$ cat src/rtl/npc_pkg.sv
// Shared next-PC definitions: npc_sel mode encodings and default
// reset / exception entry addresses for the fetch PC generator.
package npc_pkg;

  typedef enum logic [2:0] {
    NPC_SEQ  = 3'b000,
    NPC_BEQ  = 3'b001,
    NPC_J    = 3'b010,
    NPC_JR   = 3'b011,
    NPC_EXC  = 3'b100,
    NPC_ERET = 3'b101,
    NPC_BNE  = 3'b110,
    NPC_RSV  = 3'b111
  } npc_sel_e;

  localparam logic [31:0] RESET_PC_DEFAULT = 32'h0000_3000;
  localparam logic [31:0] EXC_VEC_DEFAULT  = 32'h0000_4180;

endpackage

$ cat src/rtl/pc_ras.sv
// Return-address stack used to predict JR $31 targets. A push while
// full wraps the pointer and overwrites the oldest entry; the count
// saturates at DEPTH. Popping an empty stack is ignored here; the
// parent is expected to gate pop with empty.
module pc_ras
  import npc_pkg::*;
#(
  parameter int ADDR_W = 32,
  parameter int DEPTH  = 4
) (
  input  logic              clk,
  input  logic              rst,
  input  logic              push,
  input  logic              pop,
  input  logic [ADDR_W-1:0] push_data,
  output logic [ADDR_W-1:0] top,
  output logic              empty
);

  localparam int PTR_W = $clog2(DEPTH);
  localparam int CNT_W = PTR_W + 1;

  logic [ADDR_W-1:0] mem [DEPTH];
  logic [PTR_W-1:0]  ptr;    // next free slot; ptr-1 is the top
  logic [CNT_W-1:0]  count;

  assign top   = mem[ptr - PTR_W'(1)];
  assign empty = (count == '0);

  // Entry storage: data only, never reset.
  always_ff @(posedge clk) begin
    if (push) begin
      mem[ptr] <= push_data;
    end
  end

  // Pointer and occupancy; pointer wraps naturally since DEPTH is 2^n.
  always_ff @(posedge clk) begin
    if (rst) begin
      ptr   <= '0;
      count <= '0;
    end else if (push) begin
      ptr <= ptr + PTR_W'(1);
      if (count != CNT_W'(DEPTH)) begin
        count <= count + CNT_W'(1);
      end
    end else if (pop && !empty) begin
      ptr   <= ptr - PTR_W'(1);
      count <= count - CNT_W'(1);
    end
  end

endmodule

$ cat src/rtl/pc_gen.sv
// Fetch PC generator: next-PC mux for sequential, branch, jump, register
// jump, exception and ERET flow, interrupt override with a pending
// latch, and an advisory return-address stack that flags JR $31
// mispredictions and empty-stack pops.
module pc_gen
  import npc_pkg::*;
#(
  parameter int              ADDR_W    = 32,
  parameter int              RAS_DEPTH = 4,
  parameter logic [ADDR_W-1:0] RESET_PC = ADDR_W'(RESET_PC_DEFAULT),
  parameter logic [ADDR_W-1:0] EXC_VEC  = ADDR_W'(EXC_VEC_DEFAULT)
) (
  input  logic              clk,
  input  logic              rst,
  input  logic              stall,
  input  logic [2:0]        npc_sel,
  input  logic              zero,
  input  logic              link,
  input  logic              rs_is_ra,
  input  logic [25:0]       imme,
  input  logic [ADDR_W-1:0] rs,
  input  logic [ADDR_W-3:0] epc,
  input  logic              int_req,
  output logic              int_ack,
  output logic [ADDR_W-3:0] exc_pc,
  output logic [ADDR_W-1:0] pc,
  output logic [ADDR_W-1:0] pc_4,
  output logic [ADDR_W-1:0] npc,
  output logic              ras_miss,
  output logic              ras_underflow,
  output logic              ras_empty
);

  // Branch displacement: word offset sign-extended to a byte offset.
  function automatic logic signed [ADDR_W-1:0] br_offset(input logic [15:0] off);
    logic signed [17:0] byte_off;
    byte_off = {off, 2'b00};
    return ADDR_W'(byte_off);
  endfunction

  npc_sel_e          sel;
  logic              pending;
  logic              int_take;
  logic [ADDR_W-1:0] br_target;
  logic [ADDR_W-1:0] npc_base;
  logic              ras_push;
  logic              ras_pop_req;
  logic              ras_pop;
  logic [ADDR_W-1:0] ras_top;

  assign sel       = npc_sel_e'(npc_sel);
  assign pc_4      = pc + ADDR_W'(4);
  assign br_target = pc_4 + $unsigned(br_offset(imme[15:0]));
  // A same-cycle request counts as pending so it beats ERET/JR etc.
  assign int_take  = (pending | int_req) & ~stall;

  // Next-PC selection before interrupt override; 111 falls back to SEQ.
  always_comb begin
    npc_base = pc_4;
    unique case (sel)
      NPC_SEQ:  npc_base = pc_4;
      NPC_BEQ:  npc_base = zero ? br_target : pc_4;
      NPC_BNE:  npc_base = zero ? pc_4 : br_target;
      NPC_J:    npc_base = {pc_4[ADDR_W-1:28], imme, 2'b00};
      NPC_JR:   npc_base = rs;
      NPC_EXC:  npc_base = EXC_VEC;
      NPC_ERET: npc_base = {epc, 2'b00};
      NPC_RSV:  npc_base = pc_4;
      default:  npc_base = pc_4;
    endcase
  end

  assign npc = int_take ? EXC_VEC : npc_base;

  // RAS only moves on committed, non-interrupted cycles.
  assign ras_push    = ~stall & ~int_take & (sel == NPC_J) & link;
  assign ras_pop_req = ~stall & ~int_take & (sel == NPC_JR) & rs_is_ra;
  assign ras_pop     = ras_pop_req & ~ras_empty;

  pc_ras #(
    .ADDR_W (ADDR_W),
    .DEPTH  (RAS_DEPTH)
  ) u_ras (
    .clk       (clk),
    .rst       (rst),
    .push      (ras_push),
    .pop       (ras_pop),
    .push_data (pc_4),
    .top       (ras_top),
    .empty     (ras_empty)
  );

  // Program counter register; stall freezes it.
  always_ff @(posedge clk) begin
    if (rst) begin
      pc <= RESET_PC;
    end else if (!stall) begin
      pc <= npc;
    end
  end

  // Interrupt pending latch, acknowledge pulse and return address capture.
  always_ff @(posedge clk) begin
    if (rst) begin
      pending <= 1'b0;
      int_ack <= 1'b0;
      exc_pc  <= '0;
    end else begin
      int_ack <= int_take;
      if (int_take) begin
        pending <= 1'b0;
        exc_pc  <= pc[ADDR_W-1:2];
      end else if (int_req) begin
        pending <= 1'b1;
      end
    end
  end

  // One-cycle prediction status pulses for JR $31.
  always_ff @(posedge clk) begin
    if (rst) begin
      ras_miss      <= 1'b0;
      ras_underflow <= 1'b0;
    end else begin
      ras_miss      <= ras_pop & (ras_top != rs);
      ras_underflow <= ras_pop_req & ras_empty;
    end
  end

endmodule

$ cat config.mk
export PLATFORM = sky130hd
export DESIGN_NAME = pc_gen
export DESIGN_NICKNAME = d
export VERILOG_FILES = /design/src/rtl/npc_pkg.sv /design/src/rtl/pc_ras.sv /design/src/rtl/pc_gen.sv
export SDC_FILE = /design/constraint.sdc
export NUM_CORES = 1
export LEC_CHECK = 0
export ABC_AREA = 1
export CAP_MARGIN = 20
export CORE_ASPECT_RATIO = 1.25
export CORE_MARGIN = 3
export CORE_UTILIZATION = 58
export CTS_CLUSTER_DIAMETER = 200
export DETAILED_ROUTE_END_ITERATION = 8
export PLACE_DENSITY = 0.95
export SYNTH_ARGS = -nofsm -noshare
export SYNTH_HDL_FRONTEND = slang
export SYNTH_SLANG_ARGS = --single-unit
$ cat constraint.sdc
create_clock -name clk -period 7.1 [get_ports clk]
set_clock_uncertainty 0.15 [all_clocks]
set_input_delay 1.42 -clock clk [delete_from_list [all_inputs] [get_ports clk]]
set_output_delay 1.42 -clock clk [all_outputs]
set_load 0.005 [all_outputs]
==> run summary <==
share of the synthesized area in the top cell type -> 0.2932
I/O pin total -> 228
Crit. End Element -> primary output
TritonCTS clock tree -> yes
asr flop ratio synth -> 0
switching pwr -> 1.035 mW
Max FO, Critical Path -> 8
WL met3 -> 7220 µm
CORE AREA -> 21850 µm²
Initial Utilization -> 0.6000
fin crit period -> 6.824 ns
CTS root buf -> clkbuf_16
Final HPWL DP -> 38930 µm
# port buffers -> 227
# setup viols final -> 0
post-route clock period utilization -> 0.9612
CP required -> 5.53 ns
Worst Reg-to-Reg Cells -> 19
pins over their slew limit -> 0
syn nets -> 1955
Internal -> 2.031 mW
initial antenna violation count -> 2
total CTS buffers -> 17
Clock Path Buffers -> 2
Final ANT Viol Nets -> 0
number of synthesized flops with an enable pin -> 128
FF-to-FF Start -> pc[2]
Critical Path, Cell by Cell -> ha_1, nand2_1, inv_2, nand2_1, nor2_4, xor2_1, inv_1, ha_1, nand2_1, nor2_1, nand3_1, nand3b_1, inv_1, or2_1, nand3_1, nand2_1, a21oi_1, clkdlybuf4s50_1
Hold Path Sink -> exc_pc[21]
Row Count -> 60
Seq/Total Area, Yosys -> 0.4017
first-pass GRT wire length -> 79430 µm
Top Family by Delay on Critical Path -> simple AND/OR/NAND/NOR gates
clock share of power -> 0.331
Post-CTS Setup Bufs -> 0
switching portion of total power -> 0.3377
pwr dens -> 188.6 nW/µm²
Rel. slew slack -> 0.2625
Hold Path Origin -> exc_pc[21]
pin count of the biggest net entering global routing -> 69
Iter 0 DRT Violations -> 2394
Worst IR Drop VDD -> 0.2087 mV
layout cells sized above 1 -> 0.06732
nets@finish -> 2162
fin worst setup slack -> 0.2757 ns
worst slack, placed -> 0.7719 ns
Fin. Hold Viols -> 0
met1 wire length -> 17240 µm
final WL -> 53150 µm
Tightest Pin Transition -> 1.103 ns
Startpoint Class -> flip-flop
Die Wd -> 140.5 µm
CP dominant cell by count -> nand2_1
synthesis-to-layout area growth -> 24.04%
Yosys reg bits -> 199
fmax -> 0.1465 GHz
FF-to-FF setup slack -> 2.54 ns
RSZ-0062 raised after global routing -> false
Area contributors post-synth -> edfxtp_1, nand2_1, dfxtp_1, nand3_1, inv_1
status -> finished, final reports clean
RePlAce Congestion -> 1.052
commonest register cell after synthesis -> edfxtp_1
Total Routing Usage GR -> 0.4240
# diodes -> 0
height of the die -> 174.1 µm
Logic pwr share -> 0.249
max incr delay on CP -> 0.62 ns
Filler cells -> 1612
Reg clk slew, reported paths -> 0.08 ns
setup TNS -> 0 ns
Vias -> 14.42k
largest area contributor in the netlist -> edfxtp_1
drc violations -> 0
vias per cell -> 6.230
Syn. warnings -> 0
wire length on met2 -> 23750 µm
TritonCTS sink count -> 199
worst r2r dst -> pc[12]
CP Data Arrival Time -> 5.25 ns
maxcap violations -> 0
hold path cells -> 2
P_leak -> 7.303 nW
CP Buf/Inv Count -> 4
DR WL/cell -> 22.97 µm
mean post-synth cell area -> 7.222 µm²
Mapped Area -> 13110 µm²
post-synth cell types -> 51
die area -> 24450 µm²
most common cell in the synthesized netlist -> nand2_1
min-delay worst type -> flip-flop to flip-flop
CTS H-Tree Depth -> 4
Worst-Skew Late Latency -> 0.45 ns
CP max-delay cell -> clkdlybuf4s50_1
top layer reached by signal wires -> met5
grt ovf -> 0
CTS Hold Bufs -> 0
# resized after CTS -> 0
synth cell count leaders -> nand2_1, inv_1, nand3_1
kind of critical path -> flip-flop to primary output
Pre-antenna DRT Iters -> 9
Synth Instances -> 1815
sequential share of power -> 0.420
vias in the first global route -> 13.87k
## sequential cells by signal, summed over array words and instances, names as in the netlist
| name | cells |
|---|---|
| ras_underflow | 1 |
| int_ack | 1 |
| u_ras.mem | 128 |
| u_ras.count | 3 |
| exc_pc | 30 |
| pc | 32 |
| u_ras.ptr | 2 |
| pending | 1 |
| ras_miss | 1 |
## placed cells by master, fill, tap and decap left out, types with 19 or more instances in the layout
cell type        instances
nand4_1                 19
inv_1                  228
nor2_1                 101
dfxtp_1                 70
buf_4                   25
nand3_1                195
a21oi_1                 89
o21ai_0                102
edfxtp_1               128
nand2_1                573
clkdlybuf4s50_1        227
xor2_1                  28
ha_1                    40
## worst max path at each step
| stage | from | endpoint | slack (ns) | cells past startpoint |
|---|---|---|---|---|
| detailed placement | imme[15] | npc[27] | 0.77 | 14 |
| finish | pc[2] | npc[12] | 0.28 | 18 |
| global placement | imme[15] | npc[27] | 0.78 | 14 |
| global route | pc[2] | npc[12] | 0.18 | 18 |
| floorplan | imme[0] | npc[10] | 2.62 | 14 |
| CTS | pc[2] | npc[12] | 0.55 | 18 |
## layer usage
layer	global-route usage	up-vias
li1	-	6365
met1	0.4928	6478
met2	0.6759	1241
met3	0.1109	331
met4	0.3025	2
met5	0	-
## logic make-up after synthesis
group / Yosys count / share of synthesized area
buffers and inverters: 310 / 0.09211
xor gates and xnor gates: 38 / 0.02654
adders and majority gates: 42 / 0.04124
AOI/OAI and AO/OA: 265 / 0.1159
DFF: 199 / 0.4017
and+or+nand+nor: 961 / 0.3225
## area by class of cell
class,count,area [µm²],share of cell area
multi-input combinational,1306,6645,0.4087
clock buffer,17,425.4,0.02617
tap,279,349.1,0.02147
timing repair buffer,252,2460,0.1513
inverter,246,923.4,0.05680
sequential,199,5266,0.3239
clock inverter,15,188.9,0.01162
## per-stage QoR
step | std cells | instance area (µm²) | power (mW) | hold slack (ns) | utilization
final | 2314 | 16260 | 3.066 | 0.3333 | 0.7442
after global routing | 2314 | 16260 | 3.147 | 0.3541 | 0.7442
after CTS | 2314 | 16260 | 3.028 | 0.3299 | 0.7442
after detailed placement | 2282 | 15640 | 2.038 | 0.3156 | 0.7161
after global placement | 2282 | 15640 | 2.026 | 0.3093 | 0.7161
after floorplan | 1815 | 13110 | 1.675 | 0.3162 | -
## worst reg2reg max path: stages (launching register included)
cell and delay, ns:
dfxtp_1 0.51, ha_1 0.36, nand2_1 0.10, inv_2 0.08, nand2_1 0.10, nor2_4 0.17, xor2_1 0.40, inv_1 0.32
ha_1 0.46, nand2_1 0.11, nor2_1 0.28, nand3_1 0.13, nand3b_1 0.24, inv_1 0.08, or2_1 0.23, nand3_1 0.07
nand2_1 0.06, a21oi_1 0.49, nand2_1 0.10, nand2_1 0.08
## power groups by stage
stage / Combinational [mW] / Clock, mW / Sequential, mW
3_3_place_gp: 0.716 / 0 / 1.31
3_5_place_dp: 0.727 / 0 / 1.31
4_1_cts: 0.735 / 1.01 / 1.29
2_1_floorplan: 0.371 / 0 / 1.30
5_1_grt: 0.811 / 1.05 / 1.29
6_report: 0.764 / 1.02 / 1.29
Power figures use the tool's default switching activity.
